`config.mk`:
```
export PLATFORM = sky130hd
export DESIGN_NAME = sram_b_15abits_arbiter_flat
export DESIGN_NICKNAME = d
export VERILOG_FILES = /design/src/rtl/sram_b_15abits_arbiter_if.sv /design/src/rtl/sram_b_15abits_arbiter.sv /design/src/flat_wrapper.sv
export SDC_FILE = /design/constraint.sdc
export NUM_CORES = 1
export LEC_CHECK = 0
export BUFFER_PORTS_ARGS = -buffer_cell sky130_fd_sc_hd__buf_4
export CORE_MARGIN = 10
export CORE_UTILIZATION = 33
export DETAILED_ROUTE_END_ITERATION = 16
export GPL_ROUTABILITY_DRIVEN = 0
export PLACE_DENSITY = 0.85
export SLEW_MARGIN = 20
export SYNTH_ARGS = -nofsm -noshare
export SYNTH_HDL_FRONTEND = slang
export SYNTH_SLANG_ARGS = --single-unit
```
`constraint.sdc`:
```
create_clock -name clk -period 2.6 [get_ports clk]
set_input_delay 0.52 -clock clk [delete_from_list [all_inputs] [get_ports clk]]
set_output_delay 0.52 -clock clk [all_outputs]
set_load 0.02 [all_outputs]
```
`src/rtl/sram_b_15abits_arbiter_if.sv`:
```
// Requester-side bus of sram_b_15abits_arbiter: valid/ready request channel
// plus the shared read-response channel, with fields packed per requester.
interface sram_b_15abits_arbiter_if #(
  parameter int NREQ  = 2,
  parameter int ABITS = 15,
  parameter int DBITS = 8
);
  logic [NREQ-1:0]       req_valid;
  logic [NREQ-1:0]       req_ready;
  logic [NREQ-1:0]       req_we;
  logic [NREQ*ABITS-1:0] req_a;
  logic [NREQ*DBITS-1:0] req_d;
  logic [NREQ*DBITS-1:0] req_wem;
  logic [NREQ-1:0]       rsp_valid;
  logic [DBITS-1:0]      rsp_q;

  modport master (
    output req_valid, req_we, req_a, req_d, req_wem,
    input  req_ready, rsp_valid, rsp_q
  );

  modport slave (
    input  req_valid, req_we, req_a, req_d, req_wem,
    output req_ready, rsp_valid, rsp_q
  );
endinterface

```
`src/rtl/sram_b_15abits_arbiter.sv`:
```
// Round-robin arbiter sharing a 1W/1R SRAM between NREQ requesters.
// Optional zero-fill of the memory after reset: define SRAM_B_ARB_ZERO_INIT_EN.
module sram_b_15abits_arbiter #(
  parameter int NREQ  = 2,
  parameter int ABITS = 15,
  parameter int DBITS = 8
) (
  input  logic                   clk,
  input  logic                   rst_n,
  sram_b_15abits_arbiter_if.slave bus,
  output logic                   ce0,
  output logic [ABITS-1:0]       a0,
  output logic [DBITS-1:0]       d0,
  output logic                   we0,
  output logic [DBITS-1:0]       wem0,
  output logic                   ce1,
  output logic [ABITS-1:0]       a1,
  input  logic [DBITS-1:0]       q1,
  output logic                   init_busy
);
  localparam int PW = (NREQ > 1) ? $clog2(NREQ) : 1;
  typedef logic [PW-1:0] ptr_t;
  typedef struct packed {
    logic hit;
    ptr_t idx;
  } pick_t;

  ptr_t  wptr, rptr, rsel;
  logic  rvld;
  logic  run, init_active;
  logic  wgnt, rgnt;
  pick_t wp, rp;
  logic [ABITS-1:0] init_addr;
  logic [ABITS-1:0] req_addr [NREQ];
  logic [DBITS-1:0] req_data [NREQ];
  logic [DBITS-1:0] req_mask [NREQ];

  // First set bit of cand at or after ptr, wrapping modulo NREQ.
  function automatic pick_t pick(input logic [NREQ-1:0] cand, input ptr_t ptr);
    int idx;
    pick = '0;
    for (int k = NREQ - 1; k >= 0; k--) begin
      idx = int'(ptr) + k;
      if (idx >= NREQ) idx -= NREQ;
      if (cand[idx]) pick = '{hit: 1'b1, idx: ptr_t'(idx)};
    end
  endfunction

  function automatic ptr_t after(input ptr_t w);
    return (w == ptr_t'(NREQ - 1)) ? '0 : w + ptr_t'(1);
  endfunction

`ifdef SRAM_B_ARB_ZERO_INIT_EN
  typedef enum logic {ST_INIT, ST_RUN} state_t;
  state_t state, state_nxt;

  always_ff @(posedge clk or negedge rst_n) begin
    if (!rst_n) begin
      state     <= ST_INIT;
      init_addr <= '0;
    end else begin
      state <= state_nxt;
      if (state == ST_INIT) init_addr <= init_addr + 1'b1;
    end
  end

  always_comb begin
    state_nxt = state;
    if (state == ST_INIT && init_addr == '1) state_nxt = ST_RUN;
  end

  // Gated with rst_n so nothing reaches the memory while reset is held.
  assign init_active = rst_n && (state == ST_INIT);
  assign run         = rst_n && (state == ST_RUN);
`else
  assign init_active = 1'b0;
  assign run         = rst_n;
  assign init_addr   = '0;
`endif
  assign init_busy = init_active;

  always_comb begin
    for (int i = 0; i < NREQ; i++) begin
      req_addr[i] = bus.req_a[i*ABITS +: ABITS];
      req_data[i] = bus.req_d[i*DBITS +: DBITS];
      req_mask[i] = bus.req_wem[i*DBITS +: DBITS];
    end
  end

  // NOTE: every output gets a default before any branch so no latch is inferred.
  always_comb begin
    bus.req_ready = '0;
    ce0  = 1'b0;
    we0  = 1'b0;
    a0   = '0;
    d0   = '0;
    wem0 = '0;
    ce1  = 1'b0;
    a1   = '0;
    wp   = pick(bus.req_valid & bus.req_we, wptr);
    rp   = pick(bus.req_valid & ~bus.req_we, rptr);
    wgnt = run && wp.hit;
    // A read colliding with this cycle's write waits and later sees the new data.
    rgnt = run && rp.hit && !(wgnt && req_addr[rp.idx] == req_addr[wp.idx]);
    if (init_active) begin
      ce0  = 1'b1;
      we0  = 1'b1;
      a0   = init_addr;
      wem0 = '1;
    end
    if (wgnt) begin
      bus.req_ready[wp.idx] = 1'b1;
      ce0  = 1'b1;
      we0  = 1'b1;
      a0   = req_addr[wp.idx];
      d0   = req_data[wp.idx];
      wem0 = req_mask[wp.idx];
    end
    if (rgnt) begin
      bus.req_ready[rp.idx] = 1'b1;
      ce1 = 1'b1;
      a1  = req_addr[rp.idx];
    end
  end

  // NOTE: sequential state uses non-blocking assignments only.
  always_ff @(posedge clk or negedge rst_n) begin
    if (!rst_n) begin
      wptr <= '0;
      rptr <= '0;
      rsel <= '0;
      rvld <= 1'b0;
    end else begin
      if (wgnt) wptr <= after(wp.idx);
      if (rgnt) rptr <= after(rp.idx);
      rsel <= rp.idx;
      rvld <= rgnt;
    end
  end

  always_comb begin
    for (int i = 0; i < NREQ; i++) bus.rsp_valid[i] = rvld && (rsel == ptr_t'(i));
  end
  assign bus.rsp_q = q1;

endmodule

```
`src/flat_wrapper.sv`:
```
// flat-port wrapper written by rule: the top's interface ports become plain ports
module sram_b_15abits_arbiter_flat 
#(
  parameter int NREQ  = 2,
  parameter int ABITS = 15,
  parameter int DBITS = 8
)
  (clk, rst_n, ce0, a0, d0, we0, wem0, ce1, a1, q1, init_busy, bus_req_valid, bus_req_we, bus_req_a, bus_req_d, bus_req_wem, bus_req_ready, bus_rsp_valid, bus_rsp_q);
  sram_b_15abits_arbiter_if #(.NREQ(NREQ), .ABITS(ABITS), .DBITS(DBITS)) bus_i ();
  input  logic clk;
  input  logic rst_n;
  output logic ce0;
  output logic [ABITS-1:0] a0;
  output logic [DBITS-1:0] d0;
  output logic we0;
  output logic [DBITS-1:0] wem0;
  output logic ce1;
  output logic [ABITS-1:0] a1;
  input  logic [DBITS-1:0] q1;
  output logic init_busy;
  input wire logic [$bits(bus_i.req_valid)-1:0] bus_req_valid;
  input wire logic [$bits(bus_i.req_we)-1:0] bus_req_we;
  input wire logic [$bits(bus_i.req_a)-1:0] bus_req_a;
  input wire logic [$bits(bus_i.req_d)-1:0] bus_req_d;
  input wire logic [$bits(bus_i.req_wem)-1:0] bus_req_wem;
  output wire logic [$bits(bus_i.req_ready)-1:0] bus_req_ready;
  output wire logic [$bits(bus_i.rsp_valid)-1:0] bus_rsp_valid;
  output wire logic [$bits(bus_i.rsp_q)-1:0] bus_rsp_q;
  assign bus_i.req_valid = bus_req_valid;
  assign bus_i.req_we = bus_req_we;
  assign bus_i.req_a = bus_req_a;
  assign bus_i.req_d = bus_req_d;
  assign bus_i.req_wem = bus_req_wem;
  assign bus_req_ready = bus_i.req_ready;
  assign bus_rsp_valid = bus_i.rsp_valid;
  assign bus_rsp_q = bus_i.rsp_q;
  sram_b_15abits_arbiter #(.NREQ(NREQ), .ABITS(ABITS), .DBITS(DBITS)) u_core (.clk(clk), .rst_n(rst_n), .bus(bus_i), .ce0(ce0), .a0(a0), .d0(d0), .we0(we0), .wem0(wem0), .ce1(ce1), .a1(a1), .q1(q1), .init_busy(init_busy));
endmodule
```
; ---- Yosys cells after proc, flatten, opt, wreduce, memory -nomap -nowiden
; Cells that the tools add are included.
[word_totals]
regBits = 4
out_inout_bits = 62
elab_cells = 89
[classes]
n_addsub = 8
magnitude_cmp = 14
eq_ne = 1
muxes = 46
bitwise = 7
reduce_logical = 9
[op_table]
columns = op, n
row1 = $lt 32x3->1 const B, 4
row2 = $mux 32, 4
row3 = $mux 15, 8
row4 = $ge 32x3->1 const B, 2
row5 = $mux 8, 8
row6 = $sub 32x3->32 const B, 2
row7 = $mux 1, 18
row8 = $eq 15x15->1, 1
row9 = $mux 2, 6
row10 = $logic_and 1x1->1, 8
row11 = $sub 1x2->3 const B, 2
row12 = $add 1x1->2 const B, 2
row13 = $and 2x2->2, 2
row14 = $ge 1x2->1 const B, 2
row15 = $ge 2x2->1 const B, 2
row16 = $lt 1x2->1 const B, 2
row17 = $not 1->2, 2
row18 = $add 1x1->1 const B, 2
row19 = $demux 1 s1, 2
row20 = $ge 1x1->1 const B, 2
row21 = $not 2->2, 1
row22 = $or 2x2->2, 1
row23 = $logic_not 1->1, 1
row24 = $not 1->1, 1

; ---- Longest topological paths before layout
; Gate-level depths: netlist (run 1).
[logic_depth]
ltp_word = 17
mapped_depth = 8
mapped_depth_nobuf = 7

; ---- Least setup slack after synthesis (run 1)
; Ideal clock, no wire load.
[synth_timing]
kind = input -> output
from = in bus_req_we[1]
to = out a1[10]
arrival_ns = 1.961
required_ns = 2.080
slack_ns = 0.119
cell_stages = 7
n_path_buf = 1
cell_sequence = nand2_1 -> o21bai_4 -> a2111oi_4 -> o211ai_2 -> o211a_4 -> buf_6 -> a22o_1
[synth_between]
elab_chain_cells = 16
elab_cells_between_ends = 34
classes_between = eq/ne (1) / mux (23) / bitwise (5) / reduce/logical (5)
[synth_lines]
columns = item, line_no
row1 = from (decl), flat_wrapper.sv:22  ; input wire logic [$bits(bus_i.req_we)-1:0] bus_req_we;
row2 = $not 2->2, sram_b_15abits_arbiter.sv:101  ; rp = pick(bus.req_valid & ~bus.req_we, rptr);
row3 = $and 2x2->2, sram_b_15abits_arbiter.sv:101
row4 = $mux 1 (not written as such) (3 in series), sram_b_15abits_arbiter.sv:45  ; if (cand[idx]) pick = '{hit: 1'b1, idx: ptr_t'(idx)};
row5 = $mux 2 (2 in series), sram_b_15abits_arbiter.sv:45
row6 = $not 1->2 (not written as such), "sram_b_15abits_arbiter.sv:104, sram_b_15abits_arbiter.sv:122"
row7 = $mux 15 (not written as such) (3 in series), "sram_b_15abits_arbiter.sv:104, sram_b_15abits_arbiter.sv:122"
row8 = $eq 15x15->1, sram_b_15abits_arbiter.sv:104  ; rgnt = run && rp.hit && !(wgnt && req_addr[rp.idx] == req_addr[wp.idx]);
row9 = $logic_and 1x1->1, sram_b_15abits_arbiter.sv:104
row10 = $logic_not 1->1, sram_b_15abits_arbiter.sv:104
row11 = $logic_and 1x1->1, sram_b_15abits_arbiter.sv:104
row12 = $mux 15 (*), sram_b_15abits_arbiter.sv:119  ; if (rgnt) begin
row13 = to (decl), flat_wrapper.sv:18  ; output logic [ABITS-1:0] a1;
; Mark *: on every way between the ends. The rest lies on a longest branch, timed or not. The select of a mux whose other input is x is not followed.

; ---- Worst setup path in the final report (run 1)
[layout_timing]
from = in bus_req_a[23]
to = out a1[4]
[layout_between]
elab_chain_cells = 8
elab_cells_between_ends = 11
classes_between = eq/ne (1) / mux (7) / reduce/logical (3)
[layout_lines]
columns = item, line_no
row1 = from (decl), flat_wrapper.sv:23  ; input wire logic [$bits(bus_i.req_a)-1:0] bus_req_a;
row2 = $mux 15 (not written as such) (3 in series), sram_b_15abits_arbiter.sv:104
row3 = $eq 15x15->1 (*), sram_b_15abits_arbiter.sv:104
row4 = $logic_and 1x1->1 (*), sram_b_15abits_arbiter.sv:104
row5 = $logic_not 1->1 (*), sram_b_15abits_arbiter.sv:104
row6 = $logic_and 1x1->1 (*), sram_b_15abits_arbiter.sv:104
row7 = $mux 15 (*), sram_b_15abits_arbiter.sv:119
; Marked as above.

==> impl_metrics.ini, run 1 <==
[global_routing]
use_met1_pct = 20.7
grt_max_degree = 18
grt_pass1_vias = 2130
met2_usage_pct = 39.9
grt_util_all_layers_pct = 21.1
grt-ovfl-total = 0
antenna_found_initial = 0
use_met3_pct = 6.83
grt_pass1_wl_um = 10700
top_usage_layer = met2

[detailed_routing]
num_vias = 2124
postRouteAntennaNets = 0
drc = 0
drt_first_pass_iters = 4
detail_route.wl_per_cell_um = 22.0
drt_iter0_drc = 136
drt-total-wl_um = 8100
viasPerCell = 5.77

[worst_setup_path]
cp_cell_sequence = buf_6 -> xnor2_2 -> nand4_1 -> nor4_4 -> nand4_1 -> buf_6 -> o211a_4 -> a22o_1 -> buf_6
path_class = input port to output pin
path_delay_family = simple AND/OR/NAND/NOR gates
r2r-end = u_core.rptr
cp_data_arrival_time_ns = 2.36
path_common_cell = buf_6
endpoint_kind = output pin
cp-start-kind = input port
r2r.worst_path.cells = 8
cp_num_buf_inv = 3
slowest_stage = nor4_4
cpPeakStageDelay_ns = 0.37
timing.rr.start = u_core.rptr
crit_fanout = 8
timing.reg2reg.setup_slack_ns = 0.68
required_ns = 2.08

[floorplan]
die_area_um2 = 6140
core-area_um2 = 3310
dieWidth_um = 78.4
die_h_um = 78.4
io-pin-count = 138
start_util_pct = 34.0
num_rows = 21

[power]
leakage_nw = 1.41
ir_worst_vdd_uv = 161
powerDensity_nw_per_um2 = 245

[yosys]
synth-xor-area-share_pct = 7.01
syn-num-nets = 240
synth_top_family_by_area = compound AO/OA/AOI/OAI gates
synth_compound_gate_area_share_pct = 45.2
avgSynthCellArea_um2 = 6.86
synth-seq-cells = 4
synth-simple-area-share_pct = 25.9
synth_warnings = 0
syn_inst = 164
synth_ff_type = dfrtp_1
ys_seq_area_share_pct = 8.90
synthArstFlopShare_pct = 100
synthAdderAreaFrac_pct = 0
yosysUniqueCellTypes = 32
netlist_area_um2 = 1120
synth_mux_area_share_pct = 0
synth_edf_count = 0

[cells_and_area]
syn_to_final_growth_pct = 141
multiInputGateArea_um2 = 1080
fillers = 192
layout.nets = 400
register_area_um2 = 100
drive_gt1_share_pct = 64.0
final_cells = 368
fin_util_pct = 81.9
mostFrequentLayoutCell = buf_4
n_antenna_cell = 0
mostFrequentLayoutCells = 133 x buf_4, 35 x buf_6, 34 x nand2_1, 31 x a22o_1, 18 x a21oi_1

[clock_tree]
cts_tree = built
numCtsBuffers = 3
cts_buffer_depth = 2
clk_pin_slew_worst_paths_ns = 0.04
ctsHtreeMaxLevel = 1
root_buffer = clkbuf_4
cts.sinks = 4
clock_latency_ns = 0.24

[sta]
rsz0062_at_grt = yes
fin_crit_ns = 2.88
worst_hold_slack_ns = 0.0731
setup_viol = 18
finalWorstSetupSlack_ns = -0.283
hold_viol = 0
drv_slew = 0
max_freq_mhz = 347
fin_worst_skew_ns = 0.00228
max_slew.worst_pin.slew_ns = 0.675
max_slew_margin_pct = 55.0
fin_crit_sh_pct = 111

[place]
placed_cells = 359
dp_slack_ns = -0.183
portBuffers = 120
place_hpwl_um = 5030

[status]
violations = negative setup slack
outcome = finished, violations left

[hold_path]
min_path_type = input port to asynchronous set/reset pin

[flow_run]
maxCapViolCount = 0
==> worst reg2reg max path, stage by stage (launching register included) <==
cell and delay (ns):
dfrtp_1 0.40, or3b_4 0.43, nand2_4 0.13, o211ai_4 0.12, buf_6 0.15, buf_6 0.10, buf_4 0.13, o21ai_0 0.22
a21oi_1 0.12
==> timing repair <==
| action | CTS | global route |
|---|---|---|
| gates resized for setup | 47 | 28 |
| buffers inserted | 2 | 3 |
| pin swaps | 10 | 23 |
| cloned | 2 | 0 |
| hold buffers | 0 | 0 |
| setup endpoints to repair | 33 | 18 |
==> logic make-up (layout without fill, tap and decap cells) <==
family / count (synthesis) / in the layout
other: 1 / 1
flip-flops: 4 / 4
AO/OA/AOI/OAI: 63 / 65
AND/OR/NAND/NOR: 63 / 63
XOR/XNOR: 9 / 9
buffers and inverters: 24 / 180
==> state kept, by name (all words and copies together), names as in the netlist <==
name,count
u_core.rptr,1
u_core.rsel,1
u_core.rvld,1
u_core.wptr,1
==> synthesized netlist by cell type, types with 3 or more instances <==
cell type	n	area (um^2)
clkbuf_1	5	18.8
a22o_1	31	272
buf_4	10	75.1
nand2_1	38	143
nand4_1	3	18.8
inv_1	7	26.3
nor2b_1	5	31.3
xnor2_1	7	61.3
a21oi_1	20	100
dfrtp_1	4	100
nor2_1	3	11.3
nand2b_1	7	43.8
==> report_power, final <==
part | internal (mW) | switching (mW) | leakage, nW
Sequential | 0.0688 | 0.00534 | 0.0462
Combinational | 0.261 | 0.248 | 1.35
Clock | 0.0519 | 0.0295 | 0.0138
==> final cells by class <==
class | count | area share (%)
Timing Repair Buffer | 170 | 52.4
Multi-Input combinational cell | 138 | 39.9
Inverter | 7 | 0.969
Clock buffer | 3 | 0.830
Tap cell | 46 | 2.12
Sequential cell | 4 | 3.69
==> per-layer routing <==
metal  vias up  wire length [um]
li1        912                 -
met1      1021              2700
met2       150              4280
met3        41               715
met4         0               402
met5         -                 0
==> worst max path at each step <==
| stage | startpoint | endpoint | slack, ns | depth (start not counted) |
|---|---|---|---|---|
| 3_3_place_gp | bus_req_a[5] | bus_req_ready[1] | -0.16 | 8 |
| 3_5_place_dp | bus_req_a[5] | bus_req_ready[1] | -0.18 | 8 |
| 4_1_cts | bus_req_a[2] | a1[14] | -0.09 | 8 |
| 2_1_floorplan | bus_req_we[1] | a1[10] | 0.12 | 7 |
| 6_report | bus_req_a[23] | a1[4] | -0.28 | 9 |
| 5_1_grt | bus_req_valid[1] | a1[10] | -0.36 | 9 |
==> metrics by stage <==
| stage | TNS, ns | area (um^2) | power (mW) |
|---|---|---|---|
| floorplan | 0 | 1120 | 0.269 |
| global placement | -4.03 | 2310 | 0.481 |
| detailed placement | -4.03 | 2310 | 0.489 |
| CTS | -0.971 | 2560 | 0.609 |
| global route | -5.39 | 2710 | 0.695 |
| finish | -4.31 | 2710 | 0.664 |
No activity file was read; power rests on OpenSTA's default activity.
==> run 2: changes to the inputs <==
--- a/config.mk
+++ b/config.mk
@@ -5,13 +5,15 @@
 export SDC_FILE = /design/constraint.sdc
 export NUM_CORES = 1
 export LEC_CHECK = 0
-export BUFFER_PORTS_ARGS = -buffer_cell sky130_fd_sc_hd__buf_4
+export BUFFER_PORTS_ARGS = -buffer_cell sky130_fd_sc_hd__buf_2
 export CORE_MARGIN = 10
 export CORE_UTILIZATION = 33
 export DETAILED_ROUTE_END_ITERATION = 16
 export GPL_ROUTABILITY_DRIVEN = 0
 export PLACE_DENSITY = 0.85
+export SKIP_CTS_REPAIR_TIMING = 1
 export SLEW_MARGIN = 20
 export SYNTH_ARGS = -nofsm -noshare
 export SYNTH_HDL_FRONTEND = slang
 export SYNTH_SLANG_ARGS = --single-unit
+export TNS_END_PERCENT = 100
==> run 2 against run 1 <==
- the run still ends with negative setup slack left
- die area unchanged
- sequential power shrank 1%
- utilization is 9.9 points lower
- first-iteration DRC count fell by 18%
- fmax up 4.2%
- worst hold slack better by 0.023 ns
- global-route usage down 4.5 points
- largest cell class unchanged
==> impl_metrics.ini, run 2 (synthesis gave the netlist of run 1 again) <==
[global_routing]
grt_pass1_vias = 1879
grt_util_all_layers_pct = 16.6
grt-ovfl-total = 0
antenna_found_initial = 0
grt_pass1_wl_um = 8630
grt_max_degree = 19

[power]
powerDensity_nw_per_um2 = 244
leakage_nw = 1.30
ir_worst_vdd_uv = 133

[worst_setup_path]
cp_data_arrival_time_ns = 2.25
cp-startpoint = bus_req_a[23]
crit_fanout = 8
slowest_stage = nor4_4
endpoint_kind = output pin
timing.reg2reg.setup_slack_ns = 0.88
r2r.worst_path.cells = 7
cp-start-kind = input port
cp-endpoint = a1[8]
r2r-end = u_core.rptr
path_class = input port to output pin
cp_cell_sequence = buf_8 -> xnor2_2 -> nand4_1 -> nor4_4 -> nand4_1 -> buf_6 -> o211a_4 -> a22o_1 -> buf_6
timing.rr.start = u_core.rptr
required_ns = 2.08
cpPeakStageDelay_ns = 0.35

[cells_and_area]
layout.nets = 397
n_antenna_cell = 0
fin_util_pct = 72.1
mostFrequentLayoutCell = buf_2
final_area_um2 = 2390
mostFrequentLayoutCells = 93 x buf_2, 47 x buf_4, 35 x nand2_1, 31 x a22o_1, 25 x buf_6
drive_gt1_share_pct = 61.8
syn_to_final_growth_pct = 112

[detailed_routing]
postRouteAntennaNets = 0
num_vias = 1917
drt_iter0_drc = 112
drt-total-wl_um = 6430
detail_route.wl_per_cell_um = 17.6
drt_first_pass_iters = 4
viasPerCell = 5.25
drc = 0

[clock_tree]
clk_pin_slew_worst_paths_ns = 0.03
cts_buffer_depth = 2
cts.sinks = 4
ctsHtreeMaxLevel = 1
cts_tree = built
clock_latency_ns = 0.24
root_buffer = clkbuf_4
numCtsBuffers = 3

[sta]
fin_crit_ns = 2.77
max_freq_mhz = 361
hold_viol = 0
finalWorstSetupSlack_ns = -0.166
rsz0062_at_grt = yes
setup_viol = 17
worst_hold_slack_ns = 0.0964
fin_crit_sh_pct = 106
fin_worst_skew_ns = 0.000810
drv_slew = 0

[floorplan]
core-area_um2 = 3310
die_h_um = 78.4
start_util_pct = 34.0
dieWidth_um = 78.4
io-pin-count = 138
num_rows = 21
die_area_um2 = 6140

[status]
outcome = finished, violations left
violations = negative setup slack

[place]
place_hpwl_um = 4760
portBuffers = 120
dpl_cell_area_um2 = 1980

[flow_run]
maxCapViolCount = 0

[hold_path]
min_path_type = input port to asynchronous set/reset pin
==> run 2: worst min path at each step <==
stage | from | end | depth (start not counted)
floorplan | rst_n | u_core.rptr | 0
global placement | rst_n | u_core.rsel | 1
detailed placement | rst_n | u_core.wptr | 1
CTS | rst_n | u_core.wptr | 1
global route | rst_n | u_core.rvld | 1
finish | rst_n | u_core.wptr | 1
==> run 2: stage by stage <==
step | instances | power (mW) | worst slack, ns | TNS, ns
floorplan | 164 | 0.269 | 0.119 | 0
global placement | 355 | 0.420 | -0.164 | -1.62
CTS | 358 | 0.508 | -0.228 | -2.70
detailed placement | 355 | 0.427 | -0.209 | -2.44
finish | 365 | 0.582 | -0.166 | -2.52
global route | 365 | 0.615 | -0.217 | -3.29
==> run 2: area by class of cell <==
cell class | instances | area [um^2]
sequential | 4 | 100
timing repair buffer | 166 | 1110
clock buffer | 3 | 22.5
tap | 46 | 57.6
multi-input combinational | 139 | 1060
inverter | 7 | 26.3
fill | 247 | 925
==> run 2: routing by layer <==
layer  up-vias  global-route usage, %  wire length (um)
met2        91                   31.5              3400
li1        904                      -                 -
met3        16                   6.38               568
met1       906                   16.4              2280
met4         0                   4.12               180
met5         -                      0                 0
==> run 2: power breakdown <==
group          total [mW]  switching (mW)  internal (mW)
Clock              0.0775          0.0258         0.0516
Sequential         0.0730         0.00411         0.0688
Combinational       0.431           0.224          0.208
==> run 2: critical path: cells and delay by family <==
| kind | cells | cell delay [ns] |
|---|---|---|
| and+or+nand+nor | 3 | 0.69 |
| xor gates and xnor gates | 1 | 0.14 |
| buffers and inverters | 3 | 0.40 |
| AOI/OAI and AO/OA | 2 | 0.51 |
==> run 3: changes to the inputs <==
--- a/config.mk
+++ b/config.mk
@@ -5,7 +5,7 @@
 export SDC_FILE = /design/constraint.sdc
 export NUM_CORES = 1
 export LEC_CHECK = 0
-export BUFFER_PORTS_ARGS = -buffer_cell sky130_fd_sc_hd__buf_2
+export BUFFER_PORTS_ARGS = -buffer_cell sky130_fd_sc_hd__buf_4
 export CORE_MARGIN = 10
 export CORE_UTILIZATION = 33
 export DETAILED_ROUTE_END_ITERATION = 16
==> run 3 against run 2 <==
- sequential power is 0.5% lower
- via count is 0.99% higher
- the run still ends with negative setup slack left
- non-clock buffer count is 4 higher
- critical endpoint is now a1[14]
- flip-flop and latch count stayed put
- highest routed layer unchanged
- largest cell class unchanged
==> impl_metrics.ini, run 3 (synthesis gave the netlist of run 1 again) <==
[sta]
fin_crit_sh_pct = 108
fin_crit_ns = 2.80
max_freq_mhz = 358
rsz0062_at_grt = yes
hold_viol = 0
max_slew.worst_pin.slew_ns = 0.679
finalWorstSetupSlack_ns = -0.196
setup_viol = 18
fin_worst_skew_ns = 0.000413
max_slew_margin_pct = 54.7
drv_slew = 0

[place]
portBuffers = 120
place_hpwl_um = 5030
dp_slack_ns = -0.183
placed_cells = 359

[power]
pwr-share-seq_pct = 11.9
leakage_nw = 1.36
clock_power_share_pct = 12.9
p_int_mw = 0.361
switchingPower_mw = 0.250
powerDensity_nw_per_um2 = 239
ir_worst_vdd_uv = 191
total_power_mw = 0.611
comb_power_share_pct = 75.2
p_sw_share_pct = 40.9

[detailed_routing]
drt_iter0_drc = 122
detail_route.wl_per_cell_um = 17.5
drt-total-wl_um = 6420
viasPerCell = 5.26
drt_first_pass_iters = 5
postRouteAntennaNets = 0
drc = 0
num_vias = 1936

[floorplan]
core-area_um2 = 3310
die_area_um2 = 6140
num_rows = 21
die_h_um = 78.4
dieWidth_um = 78.4
start_util_pct = 34.0
io-pin-count = 138

[global_routing]
grt-ovfl-total = 0
grt_util_all_layers_pct = 17.9
grt_pass1_vias = 1890
grt_pass1_wl_um = 9170
grt_max_degree = 18
antenna_found_initial = 0

[cells_and_area]
fillers = 234
final_cells = 368
mostFrequentLayoutCells = 156 x buf_4, 35 x nand2_1, 31 x a22o_1, 18 x a21oi_1, 14 x buf_6
syn_to_final_growth_pct = 128
n_antenna_cell = 0
fin_util_pct = 77.4
drive_gt1_share_pct = 61.5
mostFrequentLayoutCell = buf_4
layout.nets = 400
multiInputGateArea_um2 = 1030
register_area_um2 = 100

[worst_setup_path]
path_class = input port to output pin
crit_fanout = 8
cp_data_arrival_time_ns = 2.28
required_ns = 2.08
cp-start-kind = input port
endpoint_kind = output pin
timing.reg2reg.setup_slack_ns = 0.81

[clock_tree]
cts_tree = built
clk_pin_slew_worst_paths_ns = 0.04
numCtsBuffers = 3
clock_latency_ns = 0.24
cts.sinks = 4
cts_buffer_depth = 2
root_buffer = clkbuf_4
ctsHtreeMaxLevel = 1

[status]
violations = negative setup slack
outcome = finished, violations left

[hold_path]
min_path_type = input port to asynchronous set/reset pin

[flow_run]
maxCapViolCount = 0
run 3: routing by layer:
| metal | wire, um | vias to the layer above | GRT usage [%] |
|---|---|---|---|
| li1 | - | 907 | - |
| met1 | 2160 | 919 | 18.4 |
| met2 | 3550 | 96 | 33.9 |
| met3 | 583 | 14 | 6.15 |
| met4 | 128 | 0 | 4.30 |
| met5 | 0 | - | 0 |
run 3: power by group through the flow:
stage | Combinational (mW) | Sequential (mW) | Clock [mW]
3_3_place_gp | 0.408 | 0.0731 | 0
6_report | 0.459 | 0.0726 | 0.0788
2_1_floorplan | 0.197 | 0.0727 | 0
5_1_grt | 0.491 | 0.0737 | 0.0859
3_5_place_dp | 0.415 | 0.0735 | 0
4_1_cts | 0.417 | 0.0727 | 0.0788
run 3: through the flow:
stage / TNS (ns) / hold WS (ns) / cell area [um^2]
after floorplan: 0 / 0.224 / 1120
after global routing: -3.48 / 0.0669 / 2560
after detailed placement: -4.03 / 0.325 / 2310
final: -2.43 / 0.0772 / 2560
after global placement: -4.03 / 0.326 / 2310
after CTS: -4.96 / 0.0778 / 2330
run 3: worst paths after layout:
path | end | cells after the start | startpoint
worst min-delay path | u_core.wptr | 1 | rst_n
max in group asynchronous | u_core.rsel | 1 | rst_n
worst min register to register | u_core.rptr | 2 | u_core.rptr
worst max-delay path | a1[14] | 8 | bus_req_a[5]
min in group clk | u_core.rptr | 2 | u_core.rptr
worst max register to register | u_core.rvld | 8 | u_core.rptr
run 3: cell type report:
class | count | area share, %
tap | 46 | 2.25
timing repair buffer | 170 | 51.9
clock buffer | 3 | 0.879
inverter | 7 | 1.03
multi-input combinational | 138 | 40.1
sequential | 4 | 3.91
run 3: critical path, stage by stage:
cell and delay, ns:
buf_4 0.12, xnor2_2 0.15, nand3_2 0.11, nor4_4 0.32, nand4_1 0.25, o211a_2 0.39
a22o_1 0.25, buf_4 0.16
